$ cat config.mk
export PLATFORM = sky130hd
export DESIGN_NAME = rr_grant_fsm_flat
export DESIGN_NICKNAME = d
export VERILOG_FILES = /design/src/rtl/rr_arb_pkg.sv /design/src/rtl/rr_grant_fsm_if.sv /design/src/rtl/rr_priority_mask.sv /design/src/rtl/rr_grant_fsm.sv /design/src/flat_wrapper.sv
export SDC_FILE = /design/constraint.sdc
export NUM_CORES = 1
export LEC_CHECK = 0
export BUFFER_PORTS_ARGS = -buffer_cell sky130_fd_sc_hd__buf_2
export CAP_MARGIN = 20
export CORE_MARGIN = 5
export CORE_UTILIZATION = 40
export CTS_CLUSTER_DIAMETER = 200
export DETAILED_ROUTE_END_ITERATION = 8
export PLACE_DENSITY_LB_ADDON = 0.1
export SETUP_SLACK_MARGIN = 0.4
export SLEW_MARGIN = 20
export SYNTH_ARGS = -nofsm -noshare
export SYNTH_HDL_FRONTEND = slang
export SYNTH_SLANG_ARGS = --single-unit
$ cat constraint.sdc
create_clock -name clk -period 3.9 [get_ports clk]
set_input_delay 0.195 -clock clk [delete_from_list [all_inputs] [get_ports clk]]
set_output_delay 0.195 -clock clk [all_outputs]
set_load 0.02 [all_outputs]
$ cat src/rtl/rr_arb_pkg.sv
// Shared types and helpers for the round-robin grant sequencer.
// The optional RR_TIMEOUT_EN build adds forced grant release.
package rr_arb_pkg;

   typedef enum logic {
      IDLE = 1'b0,
      BUSY = 1'b1
   } state_t;

   function automatic int clog2(input int v);
      int r;
      r = 0;
      while ((1 << r) < v) r++;
      return r;
   endfunction

   // OR of set-bit positions; exact for one-hot or zero input
   function automatic int oh2idx(input logic [31:0] oh);
      int r;
      r = 0;
      for (int i = 0; i < 32; i++)
         if (oh[i]) r = r | i;
      return r;
   endfunction

endpackage

$ cat src/rtl/rr_grant_fsm_if.sv
// Request/grant bundle between clients and the grant sequencer.
// master is the sequencer side, slave is the client side.
interface rr_grant_fsm_if
   import rr_arb_pkg::*;
#(
   parameter int WIDTH = 4
);
   localparam int IW = clog2(WIDTH);

   logic [WIDTH-1:0] req;
   logic             ack;
   logic [WIDTH-1:0] grant;
   logic [IW-1:0]    grant_idx;
   logic             grant_valid;
   logic             grant_load;
   logic             timeout;

   modport master (
      input  req, ack,
      output grant, grant_idx, grant_valid,
      output grant_load, timeout
   );

   modport slave (
      output req, ack,
      input  grant, grant_idx, grant_valid,
      input  grant_load, timeout
   );

endinterface

$ cat src/rtl/rr_priority_mask.sv
// Circular first-set-bit select starting at one-hot ptr.
// Masked copy in the low half wins over the unmasked wrap half.
module rr_priority_mask #(
   parameter int WIDTH = 4
) (
   input  logic [WIDTH-1:0] req,
   input  logic [WIDTH-1:0] ptr,
   output logic [WIDTH-1:0] sel
);
   logic [2*WIDTH-1:0] dbl;
   logic [2*WIDTH-1:0] low;

   assign dbl = {req, req & ~(ptr - WIDTH'(1))};
   assign low = dbl & (~dbl + (2*WIDTH)'(1));
   assign sel = low[WIDTH-1:0] | low[2*WIDTH-1:WIDTH];

endmodule

$ cat src/rtl/rr_grant_fsm.sv
// Round-robin grant sequencer: IDLE/BUSY FSM, priority pointer, outputs.
// Define RR_TIMEOUT_EN to build the forced-release timeout counter.
module rr_grant_fsm
   import rr_arb_pkg::*;
#(
   parameter int WIDTH   = 4,
   parameter int TIMEOUT = 16
) (
   input logic         clk,
   input logic         rst,
   rr_grant_fsm_if.master bus
);
   localparam int IW = clog2(WIDTH);

   state_t           state;
   logic [WIDTH-1:0] ptr;
   logic [WIDTH-1:0] grant;
   logic [IW-1:0]    idx;
   logic             valid;
   logic             load;
   logic             tout;

   logic [WIDTH-1:0] rot;
   logic [WIDTH-1:0] sel_idle;
   logic [WIDTH-1:0] sel_rel;
   logic             expire;
   logic             rel;

   // pointer after release: one past the served requester
   assign rot = {grant[WIDTH-2:0], grant[WIDTH-1]};

   rr_priority_mask #(.WIDTH(WIDTH)) u_sel_idle (
      .req (bus.req),
      .ptr (ptr),
      .sel (sel_idle)
   );

   rr_priority_mask #(.WIDTH(WIDTH)) u_sel_rel (
      .req (bus.req),
      .ptr (rot),
      .sel (sel_rel)
   );

`ifdef RR_TIMEOUT_EN
   localparam int CW = clog2(TIMEOUT + 1);

   logic [CW-1:0] cnt;

   assign expire = (state == BUSY) && !bus.ack
                && (cnt == CW'(TIMEOUT - 1));

   always_ff @(posedge clk) begin
      if (rst)
         cnt <= '0;
      else if (state == IDLE || rel)
         cnt <= '0;
      else
         cnt <= cnt + CW'(1);
   end
`else
   assign expire = 1'b0;
`endif

   assign rel = (state == BUSY) && (bus.ack || expire);

   always_ff @(posedge clk) begin
      if (rst) begin
         state <= IDLE;
         ptr   <= WIDTH'(1);
         grant <= '0;
         idx   <= '0;
         valid <= 1'b0;
         load  <= 1'b0;
         tout  <= 1'b0;
      end else begin
         load <= 1'b0;
         tout <= 1'b0;
         unique case (state)
            IDLE: begin
               if (|sel_idle) begin
                  state <= BUSY;
                  grant <= sel_idle;
                  idx   <= IW'(oh2idx(32'(sel_idle)));
                  valid <= 1'b1;
                  load  <= 1'b1;
               end
            end
            BUSY: begin
               if (rel) begin
                  ptr  <= rot;
                  tout <= expire;
                  if (|sel_rel) begin
                     grant <= sel_rel;
                     idx   <= IW'(oh2idx(32'(sel_rel)));
                     load  <= 1'b1;
                  end else begin
                     state <= IDLE;
                     grant <= '0;
                     idx   <= '0;
                     valid <= 1'b0;
                  end
               end
            end
            default: state <= IDLE;
         endcase
      end
   end

   assign bus.grant       = grant;
   assign bus.grant_idx   = idx;
   assign bus.grant_valid = valid;
   assign bus.grant_load  = load;
   assign bus.timeout     = tout;

endmodule

$ cat src/flat_wrapper.sv
// flat-port wrapper written by rule: the top's interface ports become plain ports
module rr_grant_fsm_flat import rr_arb_pkg::*;
#(
   parameter int WIDTH   = 4,
   parameter int TIMEOUT = 16
)
  (clk, rst, bus_req, bus_ack, bus_grant, bus_grant_idx, bus_grant_valid, bus_grant_load, bus_timeout);
  rr_grant_fsm_if #(.WIDTH(WIDTH)) bus_i ();
  input logic clk;
  input logic rst;
  input wire logic [$bits(bus_i.req)-1:0] bus_req;
  input wire logic [$bits(bus_i.ack)-1:0] bus_ack;
  output wire logic [$bits(bus_i.grant)-1:0] bus_grant;
  output wire logic [$bits(bus_i.grant_idx)-1:0] bus_grant_idx;
  output wire logic [$bits(bus_i.grant_valid)-1:0] bus_grant_valid;
  output wire logic [$bits(bus_i.grant_load)-1:0] bus_grant_load;
  output wire logic [$bits(bus_i.timeout)-1:0] bus_timeout;
  assign bus_i.req = bus_req;
  assign bus_i.ack = bus_ack;
  assign bus_grant = bus_i.grant;
  assign bus_grant_idx = bus_i.grant_idx;
  assign bus_grant_valid = bus_i.grant_valid;
  assign bus_grant_load = bus_i.grant_load;
  assign bus_timeout = bus_i.timeout;
  rr_grant_fsm #(.WIDTH(WIDTH), .TIMEOUT(TIMEOUT)) u_core (.clk(clk), .rst(rst), .bus(bus_i));
endmodule
; Word-level counts from Yosys, hierarchy flattened
; Cells that the tools add are included.
[totals]
reg_bits = 13
elab_cells = 54
out_inout_bits = 9
inputBits = 7
[op_classes]
n_eq_ne = 3
n_reduce_logical = 6
n_addsub = 4
n_bitwise = 11
muxes = 24
[op_table]
columns = op, n
row1 = $add 8x1->8 const B, 2
row2 = $and 8x8->8, 2
row3 = $not 8->8, 2
row4 = $mux 2, 7
row5 = $mux 4, 3
row6 = $mux 1, 9
row7 = $and 4x4->4, 2
row8 = $not 4->4, 2
row9 = $or 4x4->4, 2
row10 = $pmux 4 s2, 1
row11 = $reduce_or 4->1, 2
row12 = $sub 4x1->4 const B, 2
row13 = $pmux 1 s2, 3
row14 = $ne 2x2->1 const B, 2
row15 = $pmux 2 s2, 1
row16 = $reduce_and 2->1, 2
row17 = $reduce_and 3->1, 1
row18 = $ne 2x1->1 const B, 1
row19 = $logic_and 1x1->1, 1
row20 = $not 1->1, 1

; Depth between registers and ports, before layout
[depth]
word_depth = 13
ltp_mapped = 8
mapped_depth_nobuf = 8

; Modules after synthesis
; A second synthesis with hierarchy kept.
[hier_totals]
hier_cells = 107
hier_area_um2 = 917.1
[by_module_without_submodules]
columns = mod, instances, cells_each, area_per_inst_um2, seq_area_each_um2
row1 = rr_grant_fsm, 1, 65, 621.8, 260.2
row2 = rr_priority_mask, 2, 21, 147.6, 0.0

; Least setup slack after synthesis
; OpenSTA, ideal clock, no wires.
[synth_path]
path_kind = flip-flop to flip-flop
from = reg u_core.grant[0] (netlist: u_core.bus.grant[0])
to = reg u_core.grant[3] (netlist: u_core.bus.grant[3])
period_less_slack_ns = 2.129
path_stages_with_launch = 9
setup_ns = 0.095
arrival_time_ns = 2.033
setup_slack_ns = 1.771
required_ns = 3.805
n_path_buf = 0
path_cell_list = dfxtp_1 > inv_1 > ha_1 > nand2_1 > nand3_1 > or3b_2 > a41oi_1 > inv_1 > a221oi_1
[synth_via]
elab_chain_len = 11
[synth_rtl]
columns = element, line_no
row1 = start: declaration, rr_grant_fsm.sv:17  ; logic [WIDTH-1:0] grant;
row2 = start signal: assignment, rr_grant_fsm.sv:82  ; grant <= sel_idle;
row3 = start signal: assignment, rr_grant_fsm.sv:93  ; grant <= sel_rel;
row4 = $sub 4x1->4 (*), rr_priority_mask.sv:13  ; assign dbl = {req, req & ~(ptr - WIDTH'(1))};
row5 = $not 4->4 (*), rr_priority_mask.sv:13
row6 = $and 4x4->4 (*), rr_priority_mask.sv:13
row7 = $not 8->8, rr_priority_mask.sv:14  ; assign low = dbl & (~dbl + (2*WIDTH)'(1));
row8 = $add 8x1->8, rr_priority_mask.sv:14
row9 = $and 8x8->8 (*), rr_priority_mask.sv:14
row10 = $or 4x4->4 (*), rr_priority_mask.sv:15  ; assign sel = low[WIDTH-1:0] | low[2*WIDTH-1:WIDTH];
row11 = $reduce_or 4->1, rr_grant_fsm.sv:92  ; if (|sel_rel) begin
row12 = $mux 4 (*), rr_grant_fsm.sv:92
row13 = $mux 4 (*), rr_grant_fsm.sv:89  ; if (rel) begin
row14 = $pmux 4 s2 (*), rr_grant_fsm.sv:78  ; unique case (state)
; Mark *: on every way between the ends. The rest lies on a longest branch, timed or not. The select of a mux whose other input is x is not followed.
; A chain may end at the register's enable or synchronous reset.

; Final worst setup path
[layout_path]
from = reg u_core.ptr[0]
to = reg u_core.idx[1] (netlist: u_core.bus.grant_idx[1])
[layout_via]
elab_chain_len = 11
elab_cells_between_ends = 14
cone_classes = add/sub: 2 / eq/ne: 1 / mux: 4 / bitwise: 5 / reduce/logical: 2
[layout_rtl]
columns = element, line_no
row1 = start: declaration, rr_grant_fsm.sv:16  ; logic [WIDTH-1:0] ptr;
row2 = start signal: assignment, rr_grant_fsm.sv:90  ; ptr <= rot;
row3 = $sub 4x1->4 (*), rr_priority_mask.sv:13
row4 = $not 4->4 (*), rr_priority_mask.sv:13
row5 = $and 4x4->4 (*), rr_priority_mask.sv:13
row6 = $not 8->8, rr_priority_mask.sv:14
row7 = $add 8x1->8, rr_priority_mask.sv:14
row8 = $and 8x8->8 (*), rr_priority_mask.sv:14
row9 = $or 4x4->4 (*), rr_priority_mask.sv:15
row10 = $mux 2 (2 in series), rr_arb_pkg.sv:22  ; if (oh[i]) r = r | i;
row11 = $mux 2, rr_grant_fsm.sv:80  ; if (|sel_idle) begin
row12 = $pmux 2 s2, rr_grant_fsm.sv:78
row13 = end signal: assignment, rr_grant_fsm.sv:83  ; idx <= IW'(oh2idx(32'(sel_idle)));
row14 = end signal: assignment, rr_grant_fsm.sv:94  ; idx <= IW'(oh2idx(32'(sel_rel)));
row15 = end: declaration, rr_grant_fsm.sv:18  ; logic [IW-1:0] idx;
; Marked as above.

==> flow_metrics.tcl <==
set metrics [dict create \
    post_cts_resize_count 0 \
    min_period_ns 2.352 \
    portBuffers 14 \
    comb_power_share_pct 42.1 \
    synthArstFlopShare_pct 0 \
    utilization_pct 47.06 \
    coreArea_sq_mm 0.002233 \
    hold_viol 0 \
    holdWs_ns 0.2539 \
    ys_seq_area_share_pct 27.37 \
    pwr-share-seq_pct 39.6 \
    synth_cell_types 46 \
    fin_crit_sh_pct 60.31 \
    grtUsageTotal_pct 14.56 \
    globalplace.congestion 0.8299 \
    die_h_microns 58.76 \
    internal_power_mw 0.2672 \
    synthSimpleGateAreaFrac_pct 25.66 \
    r2r_start "u_core.ptr[0]$_SDFFE_PP1P_" \
    stdcell_count 158 \
    antenna_left 0 \
    final_cell_mix "14 x nand2_1, 14 x buf_2, 13 x dfxtp_1" \
    cts.clk_slew.worst_paths_ns 0.08 \
    fmaxAchievable_mhz 425.1 \
    vias 944 \
    max_slew_margin_pct 61.52 \
    fin_area_sq_mm 0.001051 \
    synth_top_family_by_area "compound AO/OA/AOI/OAI gates" \
    synth-compound-area-share_pct 34.21 \
    wl_per_cell_microns 14.65 \
    insertion_delay_ns 0.27 \
    cp.required_ns 4.08 \
    finClkSkew_ns 0.003013 \
    rsz0062_at_grt "no" \
    crit_fanout 7 \
    post-cts-setup-buffers 0 \
    cts.sinks 13 \
    yosys_most_used_dff "dfxtp_1" \
    p_clk_share_pct 18.3 \
    vias_per_cell 5.975 \
    drc 0 \
    initial_utilization_pct 42.58 \
    wl_met2_mm 1.068 \
    power.density_mw_per_mm2 422.9 \
    status "complete, no violations" \
    p_leak_nw 0.4259 \
    setup_violations 0 \
    htree_levels 1 \
    multi_input_area_sq_um 625.6 \
    cap_violations 0 \
    arrival_ns 2.54 \
    worst-r2r-setup-slack_ns 1.55 \
    area_growth_pct 10.53 \
    dp_hpwl_mm 1.829 \
    yosys_warnings 0 \
    grt_pass1_wl_mm 3.953 \
    synth_xor_area_share_pct 1.842 \
    fin_ws_ns 1.548 \
    grt-ovfl-total 0 \
    n_fill_cell 248 \
    place_ws_ns 1.605 \
    antenna_found_initial 0 \
    hp-class "input port to flip-flop" \
    tightest_slew_ns 0.5772 \
    seq_area_sq_um 260.3 \
    hold_start "rst" \
    synth_fa_ha_area_share_pct 2.632 \
    worst_setup_path_start_kind "flip-flop" \
    synth.mux.area_fraction_pct 1.053 \
    top_layer_used "met4" \
    die_area_sq_mm 0.003452 \
    grt_max_degree 16 \
    place_area_sq_mm 0.001025 \
    drt_pass1_iterations 4 \
    total_power_mw 0.4445 \
    peakVddDrop_mv 0.2598 \
    switching_power_mw 0.1773 \
    dp.cells 154 \
    finalSetupTns_ns 0 \
    wl_mm 2.314 \
    syn_area_per_cell_sq_um 7.991 \
    netlist_area_sq_um 950.9 \
    r2r_cells 6 \
    netlist_instances 119 \
    numCtsBuffers 3 \
    hold_buffers 0 \
    synth-seq-cells 13 \
    syn-num-nets 128 \
    drt_iter0_drc 24 \
    pin_count 16 \
    whs_endpoint "u_core.bus.grant[0]$_SDFFE_PP0P_" \
    die_w_microns 58.76 \
    p_sw_share_pct 39.88 \
    rows 17 \
    wl_met3_microns 104 \
    grt_pass1_vias 860 \
    setup.worst_path.end_class "flip-flop" \
    cts_tree "built" \
    critPathKind "flip-flop to flip-flop" \
    nets 140 \
    whs_path_depth 2 \
    diodes 0 \
    clock_path_buffers 2 \
    synth_edf_count 0 \
    layout-drive-gt1-share_pct 20.77 \
    root_buffer "clkbuf_4" \
    slew_viol_final 0 \
    drt-met1-wl_mm 1.106 \
    reg2reg_to "u_core.bus.grant_idx[1]$_SDFFE_PP0P_" \
]
==> critical path: stages (launching register included) <==
cell and delay, ns:
dfxtp_1 0.37, or4_4 0.57, nand3_1 0.18, mux2i_1 0.47, nand4_1 0.23, o211a_1 0.19, a211oi_1 0.26
==> how the worst max path moves through the flow <==
stage / slack (ns) / start / depth (start not counted) / to
floorplan: 1.77 / u_core.bus.grant[0]$_SDFFE_PP0P_ / 8 / u_core.bus.grant[3]$_SDFFE_PP0P_
global placement: 1.61 / u_core.ptr[0]$_SDFFE_PP1P_ / 6 / u_core.bus.grant_idx[1]$_SDFFE_PP0P_
detailed placement: 1.60 / u_core.ptr[0]$_SDFFE_PP1P_ / 7 / u_core.bus.grant[3]$_SDFFE_PP0P_
CTS: 1.58 / u_core.ptr[0]$_SDFFE_PP1P_ / 6 / u_core.bus.grant_idx[1]$_SDFFE_PP0P_
global route: 1.32 / u_core.ptr[0]$_SDFFE_PP1P_ / 8 / u_core.bus.grant[2]$_SDFFE_PP0P_
finish: 1.55 / u_core.ptr[0]$_SDFFE_PP1P_ / 6 / u_core.bus.grant_idx[1]$_SDFFE_PP0P_
==> Yosys cell counts (2+ instances only) <==
cell      instances  share of area, %
nand2_1          14               5.5
dfxtp_1          13                27
a21oi_1          10               5.3
inv_1             9               3.6
a211oi_1          7               5.5
nand3_1           5               2.6
nor2_1            5               2.0
a31oi_1           4               2.6
clkbuf_1          4               1.6
nand2b_1          4               2.6
o31ai_1           3               2.4
a221oi_1          2               1.8
and2_1            2               1.3
ha_1              2               2.6
nor3b_1           2               1.6
o21ai_0           2               1.1
xnor2_1           2               1.8
==> layout make-up <==
class | instances | area share [%]
repair buffers | 14 | 6.667
well taps | 28 | 3.333
multi-input cells | 90 | 59.52
inverters | 9 | 3.214
clock buffers | 4 | 2.500
flip-flops and latches | 13 | 24.76
==> kinds of logic after synthesis <==
kind of cell,after synthesis
other,1
DFF,13
xor gates and xnor gates,2
and+or+nand+nor,42
adders and majority gates,2
buffers and inverters,16
AOI/OAI and AO/OA,42
muxes,1
==> registers in the layout (all words and copies together), names as in the netlist <==
name / cells
u_core.state: 1
u_core.bus.grant: 4
u_core.bus.grant_valid: 1
u_core.bus.grant_load: 1
u_core.bus.grant_idx: 2
u_core.ptr: 4
==> power by group through the flow <==
stage	Clock [mW]	Sequential (mW)	Combinational [mW]
6_report	0.0814	0.176	0.187
3_3_place_gp	0	0.178	0.187
4_1_cts	0.0840	0.176	0.187
2_1_floorplan	0	0.189	0.130
5_1_grt	0.0926	0.180	0.207
3_5_place_dp	0	0.179	0.186
==> routing by layer <==
metal	GRT usage (%)	vias to the layer above
met3	1.535	5
met1	19.90	446
met4	4.854	0
met5	0	-
li1	-	471
met2	23.66	22
Note: power is estimated with default switching activity, not from simulation.
